File: config.mk
export PLATFORM = sky130hd
export DESIGN_NAME = axis_upsizer
export DESIGN_NICKNAME = d
export VERILOG_FILES = /design/src/rtl/axis_upsizer.sv
export SDC_FILE = /design/constraint.sdc
export NUM_CORES = 1
export LEC_CHECK = 0
export ABC_CLOCK_PERIOD_IN_PS = 6800
export BUFFER_PORTS_ARGS = -buffer_cell sky130_fd_sc_hd__buf_2
export CAP_MARGIN = 15
export CORE_ASPECT_RATIO = 2
export CORE_MARGIN = 3
export CORE_UTILIZATION = 55
export CTS_CLUSTER_DIAMETER = 40
export DETAILED_ROUTE_END_ITERATION = 7
export PLACE_DENSITY_LB_ADDON = 0.2
export SYNTH_ARGS = -nofsm -noshare
export SYNTH_HDL_FRONTEND = slang
export SYNTH_SLANG_ARGS = --single-unit
File: constraint.sdc
create_clock -name clk -period 6.8 [get_ports clk]
set_input_delay 0.68 -clock clk [delete_from_list [all_inputs] [get_ports clk]]
set_output_delay 0.68 -clock clk [all_outputs]
set_load 0.02 [all_outputs]
File: src/rtl/axis_upsizer.sv
// AXI-Stream width upsizer: packs N narrow input beats into one wide output word.
// Lane 0 is the least-significant slice, and a tlast beat always closes the current word.
module axis_upsizer #(
   parameter int INPUT_DATA_WIDTH  = 8,
   parameter int INPUT_KEEP_WIDTH  = 1,
   parameter int OUTPUT_DATA_WIDTH = 64,
   parameter int OUTPUT_KEEP_WIDTH = 8
) (
   input  logic                         clk,
   input  logic                         rst,
   input  logic [INPUT_DATA_WIDTH-1:0]  input_axis_tdata,
   input  logic [INPUT_KEEP_WIDTH-1:0]  input_axis_tkeep,
   input  logic                         input_axis_tvalid,
   output logic                         input_axis_tready,
   input  logic                         input_axis_tlast,
   input  logic                         input_axis_tuser,
   output logic [OUTPUT_DATA_WIDTH-1:0] output_axis_tdata,
   output logic [OUTPUT_KEEP_WIDTH-1:0] output_axis_tkeep,
   output logic                         output_axis_tvalid,
   input  logic                         output_axis_tready,
   output logic                         output_axis_tlast,
   output logic                         output_axis_tuser
);

   localparam int N  = OUTPUT_DATA_WIDTH / INPUT_DATA_WIDTH;
   localparam int CW = (N > 1) ? $clog2(N) : 1;
   localparam logic [CW-1:0] LANE_LAST = CW'(N - 1);

   logic [OUTPUT_DATA_WIDTH-1:0] bufData_q, bufData_d;
   logic [OUTPUT_KEEP_WIDTH-1:0] bufKeep_q, bufKeep_d;
   logic                         bufUser_q, bufUser_d;
   logic [CW-1:0]                lane_q, lane_d;

   logic [OUTPUT_DATA_WIDTH-1:0] outData_q, outData_d;
   logic [OUTPUT_KEEP_WIDTH-1:0] outKeep_q, outKeep_d;
   logic                         outValid_q, outValid_d;
   logic                         outLast_q, outLast_d;
   logic                         outUser_q, outUser_d;

   logic [OUTPUT_DATA_WIDTH-1:0] mergedData;
   logic [OUTPUT_KEEP_WIDTH-1:0] mergedKeep;
   logic                         inReady;
   logic                         accept;
   logic                         complete;

   assign inReady  = !outValid_q || output_axis_tready;
   assign accept   = input_axis_tvalid && inReady;
   assign complete = accept && (input_axis_tlast || (lane_q == LANE_LAST));

   // The buffer is zero above the current lane, so lanes past a tlast beat come out as zero.
   always_comb begin
      mergedData = bufData_q;
      mergedKeep = bufKeep_q;
      for (int k = 0; k < N; k++) begin
         if (lane_q == CW'(k)) begin
            mergedData[k*INPUT_DATA_WIDTH +: INPUT_DATA_WIDTH] = input_axis_tdata;
            mergedKeep[k*INPUT_KEEP_WIDTH +: INPUT_KEEP_WIDTH] = input_axis_tkeep;
         end
      end
   end

   // A completing beat reloads the output stage on the same edge it drains, so no bubble.
   always_comb begin
      bufData_d  = bufData_q;
      bufKeep_d  = bufKeep_q;
      bufUser_d  = bufUser_q;
      lane_d     = lane_q;
      outData_d  = outData_q;
      outKeep_d  = outKeep_q;
      outValid_d = outValid_q;
      outLast_d  = outLast_q;
      outUser_d  = outUser_q;

      if (outValid_q && output_axis_tready) begin
         outValid_d = 1'b0;
      end

      if (complete) begin
         outData_d  = mergedData;
         outKeep_d  = mergedKeep;
         outLast_d  = input_axis_tlast;
         outUser_d  = bufUser_q | input_axis_tuser;
         outValid_d = 1'b1;
         bufData_d  = '0;
         bufKeep_d  = '0;
         bufUser_d  = 1'b0;
         lane_d     = '0;
      end else if (accept) begin
         bufData_d  = mergedData;
         bufKeep_d  = mergedKeep;
         bufUser_d  = bufUser_q | input_axis_tuser;
         lane_d     = lane_q + CW'(1);
      end
   end

   always_ff @(posedge clk or posedge rst) begin
      if (rst) begin
         bufData_q  <= '0;
         bufKeep_q  <= '0;
         bufUser_q  <= 1'b0;
         lane_q     <= '0;
         outData_q  <= '0;
         outKeep_q  <= '0;
         outValid_q <= 1'b0;
         outLast_q  <= 1'b0;
         outUser_q  <= 1'b0;
      end else begin
         bufData_q  <= bufData_d;
         bufKeep_q  <= bufKeep_d;
         bufUser_q  <= bufUser_d;
         lane_q     <= lane_d;
         outData_q  <= outData_d;
         outKeep_q  <= outKeep_d;
         outValid_q <= outValid_d;
         outLast_q  <= outLast_d;
         outUser_q  <= outUser_d;
      end
   end

   assign input_axis_tready  = inReady;
   assign output_axis_tdata  = outData_q;
   assign output_axis_tkeep  = outKeep_q;
   assign output_axis_tvalid = outValid_q;
   assign output_axis_tlast  = outLast_q;
   assign output_axis_tuser  = outUser_q;

endmodule

---- Word level (Yosys, flattened, before mapping) ----
Cells that the tools add are included.
Widths: inputs -> output; s select.
operators by class
  reductions and logical operators ........ 9
  add/sub/neg operators ................... 1
  bitwise operators ....................... 1
  mux-type cells .......................... 26
  equality and inequality tests ........... 7
operators with widths
  operator             number
  $mux 64              2
  $mux 8               10
  $eq 3x3->1 const B   4
  $mux 1               12
  $eq 3x2->1 const B   2
  $mux 3               2
  $reduce_bool 2->1    2
  $add 3x1->3 const B  1
  $eq 3x1->1 const B   1
  $logic_and 1x1->1    3
  $logic_not 3->1      1
  $logic_or 1x1->1     2
  $logic_not 1->1      1
  $or 1x1->1           1
storage, ports and cells
  flip-flop bits (word level) ............. 151
  input bits .............................. 15

---- Longest topological paths before layout ----
Gate-level depths: netlist (run 1).
  depth after elaboration ................. 5
  mapped depth ............................ 8
  gate-level depth less buffers ........... 5

---- Worst setup path before layout (run 1) ----
No wires, ideal clock.
  path kind ............................... in2out
  start ................................... input port output_axis_tready
  end ..................................... output port input_axis_tready
  stages .................................. 3
  arrival ................................. 1.282 ns
  setup slack ............................. 4.838 ns
  path through ............................ nand2b_1 > buf_4 > clkbuf_1
between the ends
  cells in the longest elaborated chain, start to end .. 1
RTL lines
  item              line  source
  start, declared   20    input logic output_axis_tready,
  $logic_or 1x1->1  46    assign inReady = !outValid_q || output_axis_tready;
  end, declared     14    output logic input_axis_tready,
Every way passes these cells.

---- Final worst setup path (run 1) ----
  start ................................... register lane_q[2]
  end ..................................... register bufData_q[63]
between the ends
  cells in the longest elaborated chain, start to end .. 4
  elaborated cells between the ends (all ways) .. 7
  those cells by class .................... eq/ne: 1; mux: 3; reduce/logical: 3
RTL lines
  item                                                 line    source
  start, declared                                      32      logic [CW-1:0] lane_q, lane_d;
  start signal, assigned                               111     lane_q <= lane_d;
  $eq 3x3->1 *                                         48, 55
  $mux 8 / $logic_or 1x1->1 (equally long branches)    55, 48
  $mux 64 / $logic_and 1x1->1 (equally long branches)  88, 48
  $mux 64 / $reduce_bool 2->1 (equally long branches)  -
  end signal, assigned                                 108     bufData_q <= bufData_d;
  end, declared                                        29      logic [OUTPUT_DATA_WIDTH-1:0] bufData_q, bufData_d;
Mark *: on every way between the ends. The rest lies on a longest branch, timed or not. The select of a mux whose other input is x is not followed.
A chain may end at the register's enable or synchronous reset.

==> flow_summary.yaml, run 1 <==
outcome:
  status: "finished, final reports clean"
power:
  p_leak_nw: 3.435
  p_per_area_mw_per_mm2: 350.3
  ir_drop_mv: 0.2263
drt:
  drtIter0Drc: 383
  dr.pass1.iters: 7
  num_vias: 5054
  via_per_inst: 6.455
  antenna_left: 0
  routed_wl_mm: 17.50
  wl_per_cell_um: 22.35
  drc: 0
logic_synthesis:
  synth_cell_types: 29
  postSynthCellCount: 570
  synth.ff_latch_count: 151
  avgSynthCellArea_sq_um: 11.68
  synth_top_flop_cell: "dfrtp_1"
  synth-async-reset-ratio_pct: 100.0
  synth_nets: 591
  ys_warn_count: 0
  synth_edf_count: 0
  syn_area_sq_mm: 0.006656
  yosysSeqAreaShare_pct: 56.77
timing:
  min_period_ps: 3035
  finClkSkew_ps: 7.563
  period_share_pct: 44.63
  maxSlewHeadroom_pct: 22.47
  fmax_mhz: 329.5
  tightest_slew_ps: 1163
  setup_viol: 0
  finalSetupTns_ps: 0
  finalMaxSlewViolations: 0
  rsz0062_at_grt: "false"
  finalHoldViolCount: 0
cts:
  h-tree-depth: 4
  numCtsBuffers: 17
  cts_tree: "yes"
  hold_buffers: 0
  cts_resized: 0
  worstSkewPairLatency_ps: 420
  clk_pin_slew_ps: 60
  clock-sinks: 151
  root_buffer: "clkbuf_16"
  postCtsSetupBuffers: 0
  cts_buffer_depth: 2
layout:
  nets: 646
  mostFrequentLayoutCells: "dfrtp_1, buf_2, a31oi_1"
  layoutNonFillerInstCount: 783
  nFillCells: 948
  area_delta_synth_final_pct: 14.96
  final_common_cell: "dfrtp_1"
  drive_gt1_share_pct: 21.94
  antenna_cells: 0
global_routing:
  grt_max_degree: 101
  overflow: 0
  antenna_found_initial: 0
  grt_pass1_vias: 5094
  grt_usage_pct: 26.60
  grt_pass1_wl_mm: 28.21
worst_hold_path:
  hp-class: "in -> async"
worst_setup_path:
  arrival_ps: 3340
  crit_start: "lane_q[2]"
  endpoint_kind: "register"
  start_kind: "register"
  path_class: "reg -> reg"
  r2r_start: "lane_q[2]"
  required_ps: 7110
  cp_max_fo: 81
floorplanning:
  core_area_sq_mm: 0.01177
  dieHeight_um: 161.6
  die_w_um: 83.79
  pin_count: 91
  start_util_pct: 56.55
  std_cell_rows: 56
  die_area_sq_mm: 0.01354
placed_design:
  io_buffers: 90
  place_congestion: 0.8455
  dp.cells: 750
  dp.final_hpwl_mm: 10.84
flow_run:
  maxCapViolCount: 0
[area by class of cell]
cell class,instances,area (sq um),area share [%]
inverters,4,20.02,0.2616
well taps,145,181.4,2.371
clock inverters,13,168.9,2.207
clock buffers,19,452.9,5.919
repair buffers,96,495.5,6.475
flip-flops and latches,151,3779,49.38
multi-input cells,355,2555,33.39
[layer usage]
metal	global-route usage (%)	wire (um)	part of all wire (%)
met2	44.63	9125	52
met4	11.71	610	3.5
met1	33.70	6885	39
met5	0	0	0
met3	4.645	879	5.0
[cells by family after synthesis]
logic type                 Yosys count  synth area share [%]
DFF                                151                 56.77
AOI/OAI and AO/OA                  221                 22.71
and+or+nand+nor                     65                 4.944
muxes                               63                 9.474
adders and majority gates            6                 1.128
buffers and inverters               64                 4.981
[worst paths after layout]
path / slack (ps) / endpoint / cells past startpoint
hold reg to reg: 490 / bufData_q[58] / 1
setup reg to reg: 3770 / bufData_q[63] / 5
min in group clk: 490 / bufData_q[58] / 1
setup / recovery: 3770 / bufData_q[63] / 5
max in group asynchronous: 4950 / bufData_q[6] / 3
hold / removal: 340 / output_axis_tdata[25] / 2
[synth_stat cells, types with 2 or more instances]
library cell / instances / area [sq um]
a21oi_1: 64 / 320.3
a22o_1: 19 / 166.4
a31oi_1: 83 / 519.3
and2_1: 12 / 75.07
and4_1: 2 / 17.52
buf_2: 19 / 95.09
buf_4: 4 / 30.03
buf_6: 7 / 78.83
clkbuf_1: 29 / 108.9
dfrtp_1: 151 / 3779
ha_1: 6 / 75.07
inv_1: 4 / 15.01
mux2i_1: 63 / 630.6
nand2_1: 27 / 101.4
nand2b_1: 2 / 12.51
nand3_1: 10 / 50.05
nand4_1: 2 / 12.51
nor2_1: 2 / 7.510
nor2b_1: 3 / 18.77
o211ai_2: 6 / 75.07
o21ai_0: 3 / 15.01
o2bb2ai_1: 45 / 394.1
[power by group]
part / switching (mW) / internal [mW]
Sequential: 0.0779 / 1.03
Combinational: 0.388 / 0.203
Clock: 0.379 / 0.601
Total: 0.845 / 1.84
[stage by stage]
step / util (%) / power, mW / setup WS, ps / hold WS (ps) / instance area [sq um]
after CTS: 64.94 / 2.696 / 3805 / 359.9 / 7645
after global routing: 65.01 / 2.793 / 3581 / 395.0 / 7652
after global placement: 59.66 / 1.692 / 3721 / 468.4 / 7023
after detailed placement: 59.66 / 1.712 / 3613 / 470.5 / 7023
after floorplan: - / 1.523 / 2055 / 452.8 / 6656
final: 65.01 / 2.681 / 3765 / 344.3 / 7652
[flip-flops by register name (all words and copies together), names as in the netlist]
name / flops
bufKeep_q: 8
lane_q: 3
output_axis_tuser: 1
bufUser_q: 1
output_axis_tkeep: 8
output_axis_tdata: 64
output_axis_tlast: 1
bufData_q: 64
output_axis_tvalid: 1
[worst max-delay path: stages, from the launching register on]
cell and delay [ps]:
dfrtp_1 570, ha_1 610, or2_2 230, buf_4 720, nand3_1 460, and2_1 330
Note: power is estimated with default switching activity, not from simulation.
==> run 2, diff against run 1 <==
--- a/config.mk
+++ b/config.mk
@@ -5,12 +5,12 @@
 export SDC_FILE = /design/constraint.sdc
 export NUM_CORES = 1
 export LEC_CHECK = 0
-export ABC_CLOCK_PERIOD_IN_PS = 6800
+export ABC_CLOCK_PERIOD_IN_PS = 2500
 export BUFFER_PORTS_ARGS = -buffer_cell sky130_fd_sc_hd__buf_2
 export CAP_MARGIN = 15
 export CORE_ASPECT_RATIO = 2
 export CORE_MARGIN = 3
-export CORE_UTILIZATION = 55
+export CORE_UTILIZATION = 52
 export CTS_CLUSTER_DIAMETER = 40
 export DETAILED_ROUTE_END_ITERATION = 7
 export PLACE_DENSITY_LB_ADDON = 0.2
==> constraint.sdc (replaced) <==
create_clock -name clk -period 2.5 [get_ports clk]
set_input_delay 0.25 -clock clk [delete_from_list [all_inputs] [get_ports clk]]
set_output_delay 0.25 -clock clk [all_outputs]
set_load 0.02 [all_outputs]
==> flow_summary.yaml, run 2 (synthesis results as in run 1) <==
timing:
  min_period_ps: 2376
  setup_viol: 0
  finalHoldViolCount: 0
  fmax_mhz: 420.8
  tightest_slew_ps: 519.8
  holdWs_ps: 107.0
  period_share_pct: 95.05
  finalMaxSlewViolations: 0
  maxSlewHeadroom_pct: 65.35
  finalSetupTns_ps: 0
  rsz0062_at_grt: "false"
  finClkSkew_ps: 7.232
global_routing:
  antenna_found_initial: 0
  grt_pass1_vias: 5192
  grt_usage_pct: 25.70
  overflow: 0
  grt_max_degree: 96
  grt_pass1_wl_mm: 28.49
worst_setup_path:
  path_class: "reg -> reg"
  crit_path_top_delay_cell: "or2_2"
  r2r_start: "lane_q[1]"
  start_kind: "register"
  reg2reg_depth: 6
  cp_max_fo: 34
  r2r_end: "output_axis_tlast"
  crit_path_frequent_cell: "ha_1"
  worst-path-buf-inv: 1
  r2r_slack_ps: 120
  critical-path-top-delay-family: "simple AND/OR/NAND/NOR gates"
  path_cells: "ha_1 > ha_1 > or2_2 > buf_4 > nand3_1 > a22o_1"
  endpoint_kind: "register"
  required_ps: 2800
  arrival_ps: 2680
  slowest_delay_ps: 440
drt:
  via_per_inst: 6.503
  highest_layer: "met4"
  dr.pass1.iters: 5
  num_vias: 5183
  wl_per_cell_um: 22.46
  routed_wl_mm: 17.90
  route.met2.wl_mm: 9.469
  drc: 0
  antenna_left: 0
  drtIter0Drc: 406
  met3WireLength_mm: 1.190
  wirelength_met1_mm: 6.655
cts:
  cts_buffer_depth: 2
  clock-sinks: 151
  h-tree-depth: 4
  clk_pin_slew_ps: 60
  cts_tree: "yes"
  root_buffer: "clkbuf_16"
  numCtsBuffers: 17
  hold_buffers: 1
  worstSkewPairLatency_ps: 420
  postCtsSetupBuffers: 0
  cts_resized: 0
flow_run:
  maxCapViolCount: 0
outcome:
  status: "finished, final reports clean"
floorplanning:
  die_w_um: 86
  dieHeight_um: 166.0
  pin_count: 91
  start_util_pct: 53.95
  die_area_sq_mm: 0.01428
  core_area_sq_mm: 0.01234
  std_cell_rows: 57
power:
  comb_power_share_pct: 21.7
  internal_power_mw: 5.265
  seq_power_share_pct: 40.0
  p_per_area_mw_per_mm2: 963.3
  ir_drop_mv: 0.6732
  p_leak_nw: 3.533
  clockPowerShare_pct: 38.3
  power.share.switching_pct: 30.23
  p_sw_mw: 2.281
worst_hold_path:
  min-delay-start: "input_axis_tuser"
  hp-class: "in -> reg"
  holdPathStages: 3
  hold_end: "bufUser_q"
placed_design:
  io_buffers: 90
  place_congestion: 0.8119
  dp.final_hpwl_mm: 11.46
layout:
  final_common_cell: "dfrtp_1"
  nets: 658
  antenna_cells: 0
  drive_gt1_share_pct: 23.23
  area_delta_synth_final_pct: 17.69
  mostFrequentLayoutCells: "dfrtp_1, buf_2, a31oi_1"
## run 2: changes by cell type in the layout (fill, tap and decap cells not counted), sizes merged
cell,delta
buf,+11
dlygate4sd3,+1
inv,-2
clkinv,-2
clkbuf,+2
bufinv,+2
## run 2: worst max path at each step
stage	endpoint	start	cells past startpoint
after floorplan	bufData_q[0]	rst	1
after global placement	output_axis_tlast	lane_q[0]	6
after detailed placement	output_axis_tlast	lane_q[1]	6
after CTS	output_axis_tlast	lane_q[1]	6
after global routing	output_axis_tlast	lane_q[1]	6
final	output_axis_tlast	lane_q[1]	6
## run 2: worst reg2reg max path: stages (launching register included)
cell     delay, ps
dfrtp_1        380
ha_1           200
ha_1           170
or2_2          440
buf_4          450
nand3_1        340
a22o_1         280
## run 2: layout make-up
class                      instances  area [sq um]
fill                             983          4504
clock buffer                      21         480.5
inverter                           4         18.77
multi-input combinational        355          2555
timing repair buffer             108         625.6
tap                              147         183.9
sequential                       151          3779
clock inverter                    11         191.4
## run 2: power by group through the flow
stage | Sequential, mW | Combinational [mW] | Clock (mW)
2_1_floorplan | 3.35 | 0.796 | 0
3_3_place_gp | 3.04 | 1.60 | 0
3_5_place_dp | 3.05 | 1.63 | 0
4_1_cts | 3.02 | 1.65 | 2.90
5_1_grt | 3.06 | 1.77 | 3.01
6_report | 3.02 | 1.64 | 2.89
## run 2: metrics by stage
stage	total power [mW]	instance area, sq um	utilization, %	setup WS [ps]	instances
3_5_place_dp	4.686	7152	57.97	143.6	764
6_report	7.546	7834	63.49	123.7	797
3_3_place_gp	4.640	7152	57.97	296.2	764
5_1_grt	7.844	7834	63.49	3.196	797
2_1_floorplan	4.144	6660	-	347.0	570
4_1_cts	7.575	7834	63.49	122.2	797
## run 2: per-layer routing
metal,vias up,global-route usage (%)
met5,-,0
met4,0,11.37
met3,49,5.263
met2,248,42.79
met1,2605,31.75
li1,2281,-
